## config.mk

```make
export PLATFORM = sky130hd
export DESIGN_NAME = mini_alu_addsub_serial
export DESIGN_NICKNAME = d
export VERILOG_FILES = /design/src/rtl/mini_alu_pkg.sv /design/src/rtl/mini_alu_chunk_adder.sv /design/src/rtl/mini_alu_addsub_serial.sv
export SDC_FILE = /design/constraint.sdc
export NUM_CORES = 1
export LEC_CHECK = 0
export ABC_AREA = 1
export ABC_CLOCK_PERIOD_IN_PS = 8800
export BUFFER_PORTS_ARGS = -buffer_cell sky130_fd_sc_hd__buf_4
export CAP_MARGIN = 20
export CORE_MARGIN = 2
export CORE_UTILIZATION = 55
export DETAILED_ROUTE_END_ITERATION = 16
export HOLD_SLACK_MARGIN = 0.05
export PLACE_DENSITY_LB_ADDON = 0.15
export REMOVE_ABC_BUFFERS = 1
export SLEW_MARGIN = 20
export SYNTH_ARGS = -nofsm -noshare
export SYNTH_HDL_FRONTEND = slang
export SYNTH_SLANG_ARGS = --single-unit
```

## constraint.sdc

```tcl
create_clock -name clk -period 8.8 [get_ports clk]
set_clock_uncertainty 0.15 [all_clocks]
set_input_delay 1.76 -clock clk [delete_from_list [all_inputs] [get_ports clk]]
set_output_delay 1.76 -clock clk [all_outputs]
set_load 0.01 [all_outputs]
```

## src/rtl/mini_alu_pkg.sv

```systemverilog
// Shared definitions for the serial add/subtract ALU: op encodings, FSM states
// and small decode helpers used by the datapath.
package mini_alu_pkg;

  localparam logic [1:0] OP_ADD      = 2'b00;
  localparam logic [1:0] OP_SUB_ABS  = 2'b01;
  localparam logic [1:0] OP_SUB_WRAP = 2'b10;

  typedef enum logic [1:0] {
    IDLE = 2'b00,
    CALC = 2'b01,
    NEG  = 2'b10,
    DONE = 2'b11
  } state_t;

  // Encoding 2'b11 is an alias of SUB_WRAP, so anything other than ADD subtracts.
  function automatic logic is_sub_op(input logic [1:0] op);
    return (op != OP_ADD);
  endfunction

  function automatic logic is_abs_op(input logic [1:0] op);
    return (op == OP_SUB_ABS);
  endfunction

endpackage

```

## src/rtl/mini_alu_chunk_adder.sv

```systemverilog
// CHUNK-bit combinational ripple-carry adder; one slice of the serial datapath.
module mini_alu_chunk_adder #(
  parameter int CHUNK = 4
) (
  input  logic [CHUNK-1:0] a,
  input  logic [CHUNK-1:0] b,
  input  logic             cin,
  output logic [CHUNK-1:0] sum,
  output logic             cout
);

  logic c;

  always_comb begin
    sum = '0;
    c   = cin;
    for (int i = 0; i < CHUNK; i++) begin
      sum[i] = a[i] ^ b[i] ^ c;
      c      = (a[i] & b[i]) | (c & (a[i] ^ b[i]));
    end
    cout = c;
  end

endmodule

```

## src/rtl/mini_alu_addsub_serial.sv

```systemverilog
// Serial add/subtract ALU: processes CHUNK bits per cycle LSB first, with an
// optional negate pass for absolute-difference, and a valid/ready result port.
module mini_alu_addsub_serial
  import mini_alu_pkg::*;
#(
  parameter int WIDTH = 16,
  parameter int CHUNK = 4
) (
  input  logic             clk,
  input  logic             rst_n,
  input  logic             in_valid,
  output logic             in_ready,
  input  logic [1:0]       op,
  input  logic [WIDTH-1:0] data0,
  input  logic [WIDTH-1:0] data1,
  output logic             out_valid,
  input  logic             out_ready,
  output logic [WIDTH-1:0] result,
  output logic             cout,
  output logic             neg,
  output logic             zero
);

  localparam int N     = WIDTH / CHUNK;
  localparam int IDX_W = (N > 1) ? $clog2(N) : 1;
  localparam logic [IDX_W-1:0] LAST_IDX = IDX_W'(N - 1);

  generate
    if ((CHUNK < 1) || (WIDTH % CHUNK != 0)) begin : g_bad_cfg
      $error("mini_alu_addsub_serial: WIDTH must be a positive multiple of CHUNK");
    end
  endgenerate

  state_t           state;
  logic [WIDTH-1:0] a_reg;
  logic [WIDTH-1:0] b_reg;
  logic [1:0]       op_reg;
  logic [IDX_W-1:0] idx;
  logic             carry;

  logic             sub_op;
  logic [CHUNK-1:0] a_chunk;
  logic [CHUNK-1:0] b_chunk;
  logic [CHUNK-1:0] sum_chunk;
  logic             chunk_cout;
  logic [WIDTH-1:0] next_result;
  logic [WIDTH-1:0] neg_result;

  // Operands are shifted right each CALC cycle, so the live chunk is always
  // the low CHUNK bits; subtraction feeds the inverted subtrahend.
  always_comb begin
    sub_op  = is_sub_op(op_reg);
    a_chunk = a_reg[CHUNK-1:0];
    b_chunk = sub_op ? ~b_reg[CHUNK-1:0] : b_reg[CHUNK-1:0];
  end

  mini_alu_chunk_adder #(
    .CHUNK (CHUNK)
  ) u_chunk_adder (
    .a    (a_chunk),
    .b    (b_chunk),
    .cin  (carry),
    .sum  (sum_chunk),
    .cout (chunk_cout)
  );

  // Sum chunks enter at the top and migrate down; after N cycles chunk 0 sits at the LSBs.
  always_comb begin
    next_result = (result >> CHUNK) | (WIDTH'(sum_chunk) << (WIDTH - CHUNK));
    neg_result  = (~result) + WIDTH'(1);
  end

  always_ff @(posedge clk or negedge rst_n) begin
    if (!rst_n) begin
      state     <= IDLE;
      a_reg     <= '0;
      b_reg     <= '0;
      op_reg    <= '0;
      idx       <= '0;
      carry     <= 1'b0;
      result    <= '0;
      cout      <= 1'b0;
      neg       <= 1'b0;
      zero      <= 1'b0;
      out_valid <= 1'b0;
      in_ready  <= 1'b1;
    end else begin
      case (state)
        IDLE: begin
          if (in_valid) begin
            a_reg    <= data0;
            b_reg    <= data1;
            op_reg   <= op;
            idx      <= '0;
            carry    <= is_sub_op(op);
            result   <= '0;
            in_ready <= 1'b0;
            state    <= CALC;
          end
        end

        CALC: begin
          a_reg  <= a_reg >> CHUNK;
          b_reg  <= b_reg >> CHUNK;
          result <= next_result;
          carry  <= chunk_cout;
          idx    <= idx + 1'b1;
          if (idx == LAST_IDX) begin
            cout <= chunk_cout;
            neg  <= sub_op & ~chunk_cout;
            zero <= (next_result == '0);
            // A borrow on absolute-difference means the wrapped result must be negated.
            if (is_abs_op(op_reg) && !chunk_cout) begin
              state <= NEG;
            end else begin
              out_valid <= 1'b1;
              state     <= DONE;
            end
          end
        end

        NEG: begin
          result    <= neg_result;
          zero      <= (neg_result == '0);
          out_valid <= 1'b1;
          state     <= DONE;
        end

        DONE: begin
          if (out_ready) begin
            out_valid <= 1'b0;
            in_ready  <= 1'b1;
            state     <= IDLE;
          end
        end

        default: begin
          out_valid <= 1'b0;
          in_ready  <= 1'b1;
          state     <= IDLE;
        end
      endcase
    end
  end

endmodule

```

-- After elaboration in Yosys (flattened, before gate mapping)
Cells that the tools add are included.
- add/sub/neg operators: 2
- eq/ne operators: 9
- multiplexer cells: 25
- bitwise logic cells: 25
- reductions and logical operators: 20
- operator list (cell ; count):
    $pmux W16 S2 ; 2
    $mux W16 ; 3
    $pmux W16 S3 ; 1
    $logic_not A16 Y1 ; 2
    $add A16 B1 Y16 const B ; 1
    $not A16 Y16 ; 1
    $or A12 B16 Y16 ; 1
    $reduce_and A2 Y1 ; 5
    $reduce_bool A2 Y1 ; 5
    $and A1 B1 Y1 ; 9
    $mux W1 ; 8
    $mux W2 ; 4
    $ne A2 B2 Y1 const B ; 4
    $pmux W2 S4 ; 1
    $xor A1 B1 Y1 ; 8
    $eq A2 B2 Y1 const B ; 3
    $pmux W1 S2 ; 3
    $reduce_and A3 Y1 ; 2
    $reduce_bool A3 Y1 ; 2
    $eq A2 B1 Y1 const B ; 2
    $mux W4 ; 1
    $not A4 Y4 ; 1
    $or A1 B1 Y1 ; 4
    $pmux W2 S2 ; 1
    other kinds (7) ; 7
- register bits: 60
- bits of input ports: 38

-- Depth between registers and ports, before layout
Gate-level depths: netlist of the first run.
- depth in word-level cells: 16
- mapped depth: 11
- gate-level depth less buffers: 11

-- Hierarchy
A second synthesis of the first run with hierarchy kept.
- cell total of the unflattened synthesis: 444
- area, all modules: 3398.3 µm²
- by module, submodules not included (module ; instances ; cells each ; area an instance (µm²)):
    mini_alu_addsub_serial ; 1 ; 430 ; 3280.6
    mini_alu_chunk_adder ; 1 ; 14 ; 117.6

-- Worst setup path before layout of the first run
Ideal clock, no wire load.
- kind: reg-to-reg
- start: reg op_reg[0]
- end: reg zero
- setup time: 73 ps
- data arrival time: 2773 ps
- setup slack: 5804 ps
- stages on the path, launching flop included: 12
- path buffers: 0
- cells stage by stage: dfrtp_1 > nor2_1 > xnor2_1 > fa_1 > inv_1 > fa_1 > fa_1 > fa_1 > nand2_1 > nor3_1 > a41oi_1 > a21oi_2
- word-level cells in the longest chain between the ends: 14
- elaborated cells on any way between the ends: 23
- RTL lines (item ; RTL line ; text):
    from (decl) ; mini_alu_addsub_serial.sv:37 ; logic [1:0] op_reg;
    from (signal assigned) ; mini_alu_addsub_serial.sv:93 ; op_reg <= op;
    $reduce_bool A2 Y1 (*) ; mini_alu_pkg.sv:18 ; return (op != OP_ADD);
    $mux W4 (*) ; mini_alu_addsub_serial.sv:54 ; b_chunk = sub_op ? ~b_reg[CHUNK-1:0] : b_reg[CHUNK-1:0];
    $xor A1 B1 Y1 ; mini_alu_chunk_adder.sv:18, mini_alu_chunk_adder.sv:19 ;
    $and A1 B1 Y1 ; mini_alu_chunk_adder.sv:19 ; c = (a[i] & b[i]) | (c & (a[i] ^ b[i]));
    $or A1 B1 Y1 ; mini_alu_chunk_adder.sv:19 ;
    $and A1 B1 Y1 ; mini_alu_chunk_adder.sv:19 ;
    $or A1 B1 Y1 ; mini_alu_chunk_adder.sv:19 ;
    $and A1 B1 Y1 ; mini_alu_chunk_adder.sv:19 ;
    $or A1 B1 Y1 ; mini_alu_chunk_adder.sv:19 ;
    $xor A1 B1 Y1 ; mini_alu_chunk_adder.sv:18 ; sum[i] = a[i] ^ b[i] ^ c;
    $or A12 B16 Y16 (*) ; mini_alu_addsub_serial.sv:69 ; next_result = (result >> CHUNK) | (WIDTH'(sum_chunk) << (WIDTH - CHUNK));
    $logic_not A16 Y1 (*) ; mini_alu_addsub_serial.sv:111 ; zero <= (next_result == '0);
    $mux W1 (*) ; mini_alu_addsub_serial.sv:108 ; if (idx == LAST_IDX) begin
    $pmux W1 S2 (*) ; mini_alu_addsub_serial.sv:88 ; case (state)
    to (signal assigned) ; mini_alu_addsub_serial.sv:111 ;
    to (signal assigned) ; mini_alu_addsub_serial.sv:124 ; zero <= (neg_result == '0);
    to (decl) ; mini_alu_addsub_serial.sv:21 ; output logic zero
Mark *: on every way between the ends. The rest lies on a longest branch, timed or not. The select of a mux whose other input is x is not followed.
A chain may end at the register's enable or synchronous reset.

-- Worst setup path after layout of the first run
Ends and elaborated chain as after synthesis.

==> results of run 1 <==
final timing paths:
kind                              to
max                             zero
min                           idx[0]
max reg2reg                     zero
min reg2reg                   idx[0]
max in group asynchronous  b_reg[13]
min in group asynchronous  result[9]
Yosys cell counts:
| cell type | n |
|---|---|
| mux2_2 | 2 |
| clkbuf_1 | 13 |
| nor2_4 | 5 |
| ha_1 | 7 |
| nor2_2 | 4 |
| buf_1 | 1 |
| nand3_1 | 42 |
| dfrtp_1 | 59 |
| dfstp_2 | 1 |
| o21ai_1 | 2 |
| fa_1 | 4 |
| xnor2_1 | 1 |
| a41oi_1 | 1 |
| xor2_1 | 4 |
| nor3_1 | 2 |
| nor2_1 | 48 |
| buf_2 | 7 |
| nand2_1 | 103 |
| o21ai_0 | 42 |
| o22ai_1 | 12 |
| or2_2 | 1 |
| a31oi_1 | 25 |
| nand2_2 | 4 |
| nand3_2 | 1 |
| a21oi_1 | 4 |
| and2_1 | 1 |
| inv_1 | 42 |
| mux2i_1 | 1 |
| inv_2 | 2 |
| a21oi_2 | 1 |
cell type report:
type | count | area [µm²]
inverter | 44 | 165.2
timing repair buffer | 60 | 450.4
fill | 524 | 1896
multi-input combinational | 317 | 1660
sequential | 60 | 1503
clock buffer | 12 | 165.2
tap | 75 | 93.84
clock inverter | 4 | 22.52
power by group:
part / total, µW / internal (µW) / switching [µW] / leakage, µW
sequential: 503 / 408 / 95.1 / 0.000718
clock: 239 / 124 / 116 / 0.0000982
combinational: 1030 / 375 / 651 / 0.00113
through the flow:
stage	worst slack, ns	hold slack (ns)
2_1_floorplan	4.256	0.3071
3_3_place_gp	5.509	0.3199
3_5_place_dp	5.480	0.3335
4_1_cts	5.541	0.3419
5_1_grt	5.343	0.3619
6_report	5.527	0.3380
cells by family (layout without fill, tap and decap cells):
| kind of cell | Yosys count | count (layout) | share of synthesized area, % |
|---|---|---|---|
| adders and majority gates | 11 | 11 | 4.925 |
| DFF | 60 | 60 | 44.14 |
| and+or+nand+nor | 211 | 211 | 26.90 |
| buffers and inverters | 65 | 120 | 7.424 |
| muxes | 3 | 3 | 0.9555 |
| AOI/OAI and AO/OA | 87 | 87 | 14.37 |
| xor gates and xnor gates | 5 | 5 | 1.286 |
placed cells by master, fill, tap and decap left out, drive strengths merged:
cell	Yosys	layout
a31oi	25	25
a41oi	1	1
nand2	107	107
a21oi	5	5
clkbuf	13	12
xor2	4	4
fa	4	4
dfrtp	59	59
ha	7	7
nor3	2	2
and2	1	1
o21ai	44	44
buf	8	60
xnor2	1	1
inv	44	44
o22ai	12	12
clkinvlp	0	1
nor2	57	57
clkinv	0	3
dfstp	1	1
nand3	43	43
mux2	2	2
or2	1	1
mux2i	1	1
metal layers:
metal	track usage (%)	up-vias	part of all wire, %
met5	0	-	0
met4	8.033	0	1.5
met3	6.196	15	5.0
met2	40.97	90	47
met1	36.47	1505	46
li1	-	1559	-
==> impl_results.md, run 1 <==
- Initial antenna violation count: 0
- Power Density: around 440 nW/µm²
- Hold buffers post-CTS: 0
- CTS tree: done
- Fin crit share: 37.19%
- Root Buffer: clkbuf_8
- Vias per std cell: 5.540
- Post-synthesis cell area: 3405 µm²
- Crit path launch: op_reg[0]
- Slowest-stage cell, CP: fa_1
- Hold Crit Class: reg -> reg
- Final core occ: between 60% and 70%
- Worst Hold Launch: idx[0]
- Fin nets: 541
- Antenna Nets Post-Route: 0
- Critical path required time: 8.93 ns
- RSZ-0062 raised after global routing: false
- Remaining DRCs: 0
- H-tree depth: 3
- Clk_lat worst skew: 0.35 ns
- YS warnings: 0
- Worst path bufs/invs: 1
- Placer Congestion: 0.8843
- Ordered list of cells on the worst path: nor2_1 -> xnor2_1 -> fa_1 -> inv_1 -> fa_1 -> fa_1 -> fa_1 -> nand2_1 -> nor3_1 -> a41oi_1 -> a21oi_2
- # Post-CTS Setup Buffers: 0
- Fin Setup TNS: 0 ns
- Tmin final: 3.273 ns
- R2r startpoint: op_reg[0]
- Final instance area: just over 4000 µm²
- Die Wd: 82.68 µm
- Stages on worst setup path: 11
- Achievable frequency: 0.3055 GHz
- IO Port Bufs: between 50 and 60
- Top cells by area, synth: dfrtp_1 (43%), nand2_1 (11%), nand3_1 (6.2%), o21ai_0 (6.2%), nor2_1 (5.3%)
- Detailed Route WL: around 8.1 mm
- DR vias: 3169
- Ports: 59
- Crit path launch type: flip-flop
- Peak supply drop: 0.0002207 V
- CP max FO: 5
- Die area: ~7000 µm²
- Share of layout cells above drive strength 1: 19.72%
- Register-to-register setup slack: 5.53 ns
- Hold violation total from the final report: 0
- Synth cell types: 30
- Crit Path Class: reg -> reg
- Actual slew at the worst max-slew pin: 0.9026 ns
- Row cnt: 28
- Pleak: 0.001951 µW
- CTS Buf Count: 9
- Hold-critical path depth: 1
- CTS resizes: 0
- Num Clock Sinks: 60
- First-pass DRT Iterations: 5
- Starting DRC count in detailed routing: 247
- Top-area cell type share of the netlist area: 43.37%
- CP top delay family: adder cells
- Total power: about 1800 µW
- Clock Path Buffers: 2
- Die H: 82.68 µm
- Remaining Overflow, GRT: 0
- R2r worst-path depth: 11
- Initial Utilization: about 57%
- Drt wl/cell: 14.15 µm
- First-pass GRT wire length: roughly 14 mm
- Final non-filler cell total: 572
- DP Cell Count: 556
- Slew headroom: between 30% and 40%
- Final slew viol count: 0
- Yosys top cell by area: dfrtp_1
- Largest net degree at the start of global routing: 68
- Critical Path AT: 3.41 ns
- Diodes inserted: 0
- Total track usage: 26.25%
- Clk slew on worst S/H paths: 0.07 ns
- Endpoint type of the worst setup path: flip-flop
- Cells after Synth: 442
- Seq cells post-synth: 60
- Core area: 5956 µm²
- Status: finished clean
- Finish-stage setup viols: 0
- Detailed placer's ending HPWL: about 5.4 mm
- Most frequent CP cell: fa_1
- Dpl cell area: 3872 µm²
- Register area share after synthesis: 44.14%
- Avg Cell Area, Syn: 7.703 µm²
- Synthesis-to-layout area growth: 19.26%
- Max Cap Violations: 0
- Worst path max stage delay: 0.53 ns
- Vias in the first global route: 2876
(Power assumes the default switching activity.)
==> run 2: changes to the inputs <==
--- a/config.mk
+++ b/config.mk
@@ -6,11 +6,11 @@
 export NUM_CORES = 1
 export LEC_CHECK = 0
 export ABC_AREA = 1
-export ABC_CLOCK_PERIOD_IN_PS = 8800
+export ABC_CLOCK_PERIOD_IN_PS = 3000
 export BUFFER_PORTS_ARGS = -buffer_cell sky130_fd_sc_hd__buf_4
 export CAP_MARGIN = 20
 export CORE_MARGIN = 2
-export CORE_UTILIZATION = 55
+export CORE_UTILIZATION = 51
 export DETAILED_ROUTE_END_ITERATION = 16
 export HOLD_SLACK_MARGIN = 0.05
 export PLACE_DENSITY_LB_ADDON = 0.15
==> constraint.sdc (replaced) <==
create_clock -name clk -period 3 [get_ports clk]
set_clock_uncertainty 0.15 [all_clocks]
set_input_delay 0.6 -clock clk [delete_from_list [all_inputs] [get_ports clk]]
set_output_delay 0.6 -clock clk [all_outputs]
set_load 0.01 [all_outputs]
==> run 2 against run 1 <==
Net effect: sequential cell count is the same; hold slack lost 0.17 ns; first-iteration DRC count shrank 35%; clock power grew to 3.0 times the previous value; total power grew to 3.0 times the previous value; die area grew 7.5%.
==> impl_results.md, run 2 (same netlist as run 1, synthesis figures left out) <==
- DR vias: 3142 (was 3169)
- Top Usage Layer GRT: met2 (unchanged)
- Detailed Route WL: 8.098 mm (was 8.095 mm)
- Die H: 85.71 µm (was 82.68 µm)
- Power Density: 1286 nW/µm² (was 435.6 nW/µm²)
- Met2 Use GR: 39.63% (was 40.97%)
- Initial Utilization: 53.31% (was 57.16%)
- Endpoint type of the worst setup path: flip-flop (unchanged)
- Remaining DRCs: 0 (unchanged)
- Final slew viol count: 0 (unchanged)
- Hold buffers post-CTS: 0 (unchanged)
- Total power: 5329 µW (was 1768 µW)
- Share of layout cells above drive strength 1: 21.91% (was 19.72%)
- Final WS setup: 0.1144 ns (was 5.527 ns)
- Clk_lat worst skew: 0.34 ns (was 0.35 ns)
- Synthesis-to-layout area growth: 21.76% (was 19.26%)
- Critical path required time: 3.13 ns (was 8.93 ns)
- Finish-stage setup viols: 0 (unchanged)
- Diodes inserted: 0 (unchanged)
- Achievable frequency: 0.3465 GHz (was 0.3055 GHz)
- Root Buffer: clkbuf_8 (unchanged)
- Num Clock Sinks: 60 (unchanged)
- Die area: 7345 µm² (was 6835 µm²)
- Final core occ: 64.91% (was 68.17%)
- CTS tree: done (unchanged)
- Final non-filler cell total: 579 (was 572)
- Detailed placer's ending HPWL: 5.628 mm (was 5.383 mm)
- Most common cell after layout, fill and taps aside: nand2_1 (unchanged)
- First-pass DRT Iterations: 4 (was 5)
- Clock Path Buffers: 2 (unchanged)
- Peak supply drop: 0.0006883 V (was 0.0002207 V)
- Met1 Use GR: 30.07% (was 36.47%)
- Total track usage: 24.00% (was 26.25%)
- Die Wd: 85.71 µm (was 82.68 µm)
- Vias per std cell: 5.427 (was 5.540)
- Clk slew on worst S/H paths: 0.07 ns (about the same)
- First-pass GRT wire length: 13.94 mm (was 13.56 mm)
- DP Cell Count: 563 (was 556)
- Critical Path AT: 3.01 ns (was 3.41 ns)
- Status: finished clean (unchanged)
- Core area: 6386 µm² (was 5956 µm²)
- RSZ-0062 raised after global routing: false (unchanged)
- Crit Path Class: reg -> reg (unchanged)
- CTS Buf Count: 9 (unchanged)
- Fin nets: 547 (was 541)
- Fin crit share: 96.19% (was 37.19%)
- CP max FO: 2 (was 5)
- Largest net degree at the start of global routing: 61 (was 68)
- Antenna Nets Post-Route: 0 (unchanged)
- Row cnt: 29 (was 28)
- Initial antenna violation count: 0 (unchanged)
- Actual slew at the worst max-slew pin: 0.7663 ns (was 0.9026 ns)
- Hold Crit Class: in -> async (was reg -> reg)
- M3 GR Usage: 3.946% (was 6.196%)
- Hold violation total from the final report: 0 (unchanged)
- Remaining Overflow, GRT: 0 (unchanged)
- Ports: 59 (unchanged)
- Placer Congestion: 0.8555 (was 0.8843)
- Vias in the first global route: 3067 (was 2876)
- Tmin final: 2.886 ns (was 3.273 ns)
- Starting DRC count in detailed routing: 160 (was 247)
- Max Cap Violations: 0 (unchanged)
- Slew headroom: 48.91% (was 39.74%)
- Most frequent cells in the layout: nand2_1 (103), buf_4 (66), dfrtp_1 (59) (was nand2_1 (103), buf_4 (60), dfrtp_1 (59))
- Drt wl/cell: 13.99 µm (was 14.15 µm)
- IO Port Bufs: 58 (unchanged)
- Pleak: 0.001986 µW (was 0.001951 µW)
- Pre-CTS WS: -0.01793 ns (was 5.480 ns)
- H-tree depth: 3 (unchanged)
- Crit path launch type: flip-flop (unchanged)
[run 2: final cells by class]
class	instances	area [µm²]
clock buffers	10	137.6
clock inverters	5	52.55
fillers	581	2241
inverters	44	165.2
multi-input cells	317	1695
flip-flops and latches	60	1503
well taps	77	96.34
repair buffers	66	495.5
[run 2: where the power goes]
group | switching [µW] | leakage [µW] | internal, µW
registers | 283 | 0.000718 | 1200
clock network | 328 | 0.0000979 | 397
logic | 1950 | 0.00117 | 1170
[run 2: final timing paths]
path,from,to,slack [ns],cells after the start
setup / recovery,op_reg[0],zero,0.11,11
hold / removal,rst_n,result[0],0.17,1
setup reg to reg,op_reg[0],zero,0.11,11
hold reg to reg,idx[0],idx[0],0.34,1
max in group asynchronous,rst_n,a_reg[4],2.02,1
min in group clk,idx[0],idx[0],0.34,1
[run 2: what timing repair did]
item,in CTS,in global routing
gates cloned,0,0
hold endpoints to repair,0,0
setup buffers,0,1
pin swaps,3,2
resized for setup,5,3
endpoints found under the setup margin,1,1
[run 2: critical path: stages, from the launching register on]
cell and delay [ns]:
dfrtp_1 0.41, nor2_4 0.14, xnor2_2 0.13, fa_2 0.21
inv_1 0.05, fa_2 0.34, fa_2 0.35, fa_1 0.51
nand2_1 0.07, nor3_2 0.13, a41oi_2 0.16, a21oi_2 0.16
[run 2: layer usage]
layer / wire length (µm) / part of all wire [%] / up-vias
li1: - / - / 1562
met1: 3530 / 44 / 1475
met2: 3941 / 49 / 83
met3: 394 / 4.9 / 22
met4: 231 / 2.9 / 0
met5: 0 / 0 / -
[run 2: per-stage QoR]
stage | instance area, µm² | TNS, ns | hold slack [ns]
after floorplan | 3317 | -47.71 | 0.1544
after global placement | 3913 | 0 | 0.3170
after detailed placement | 3913 | -0.01793 | 0.3321
after CTS | 4123 | 0 | 0.2091
after global routing | 4145 | 0 | 0.2453
final | 4145 | 0 | 0.1685
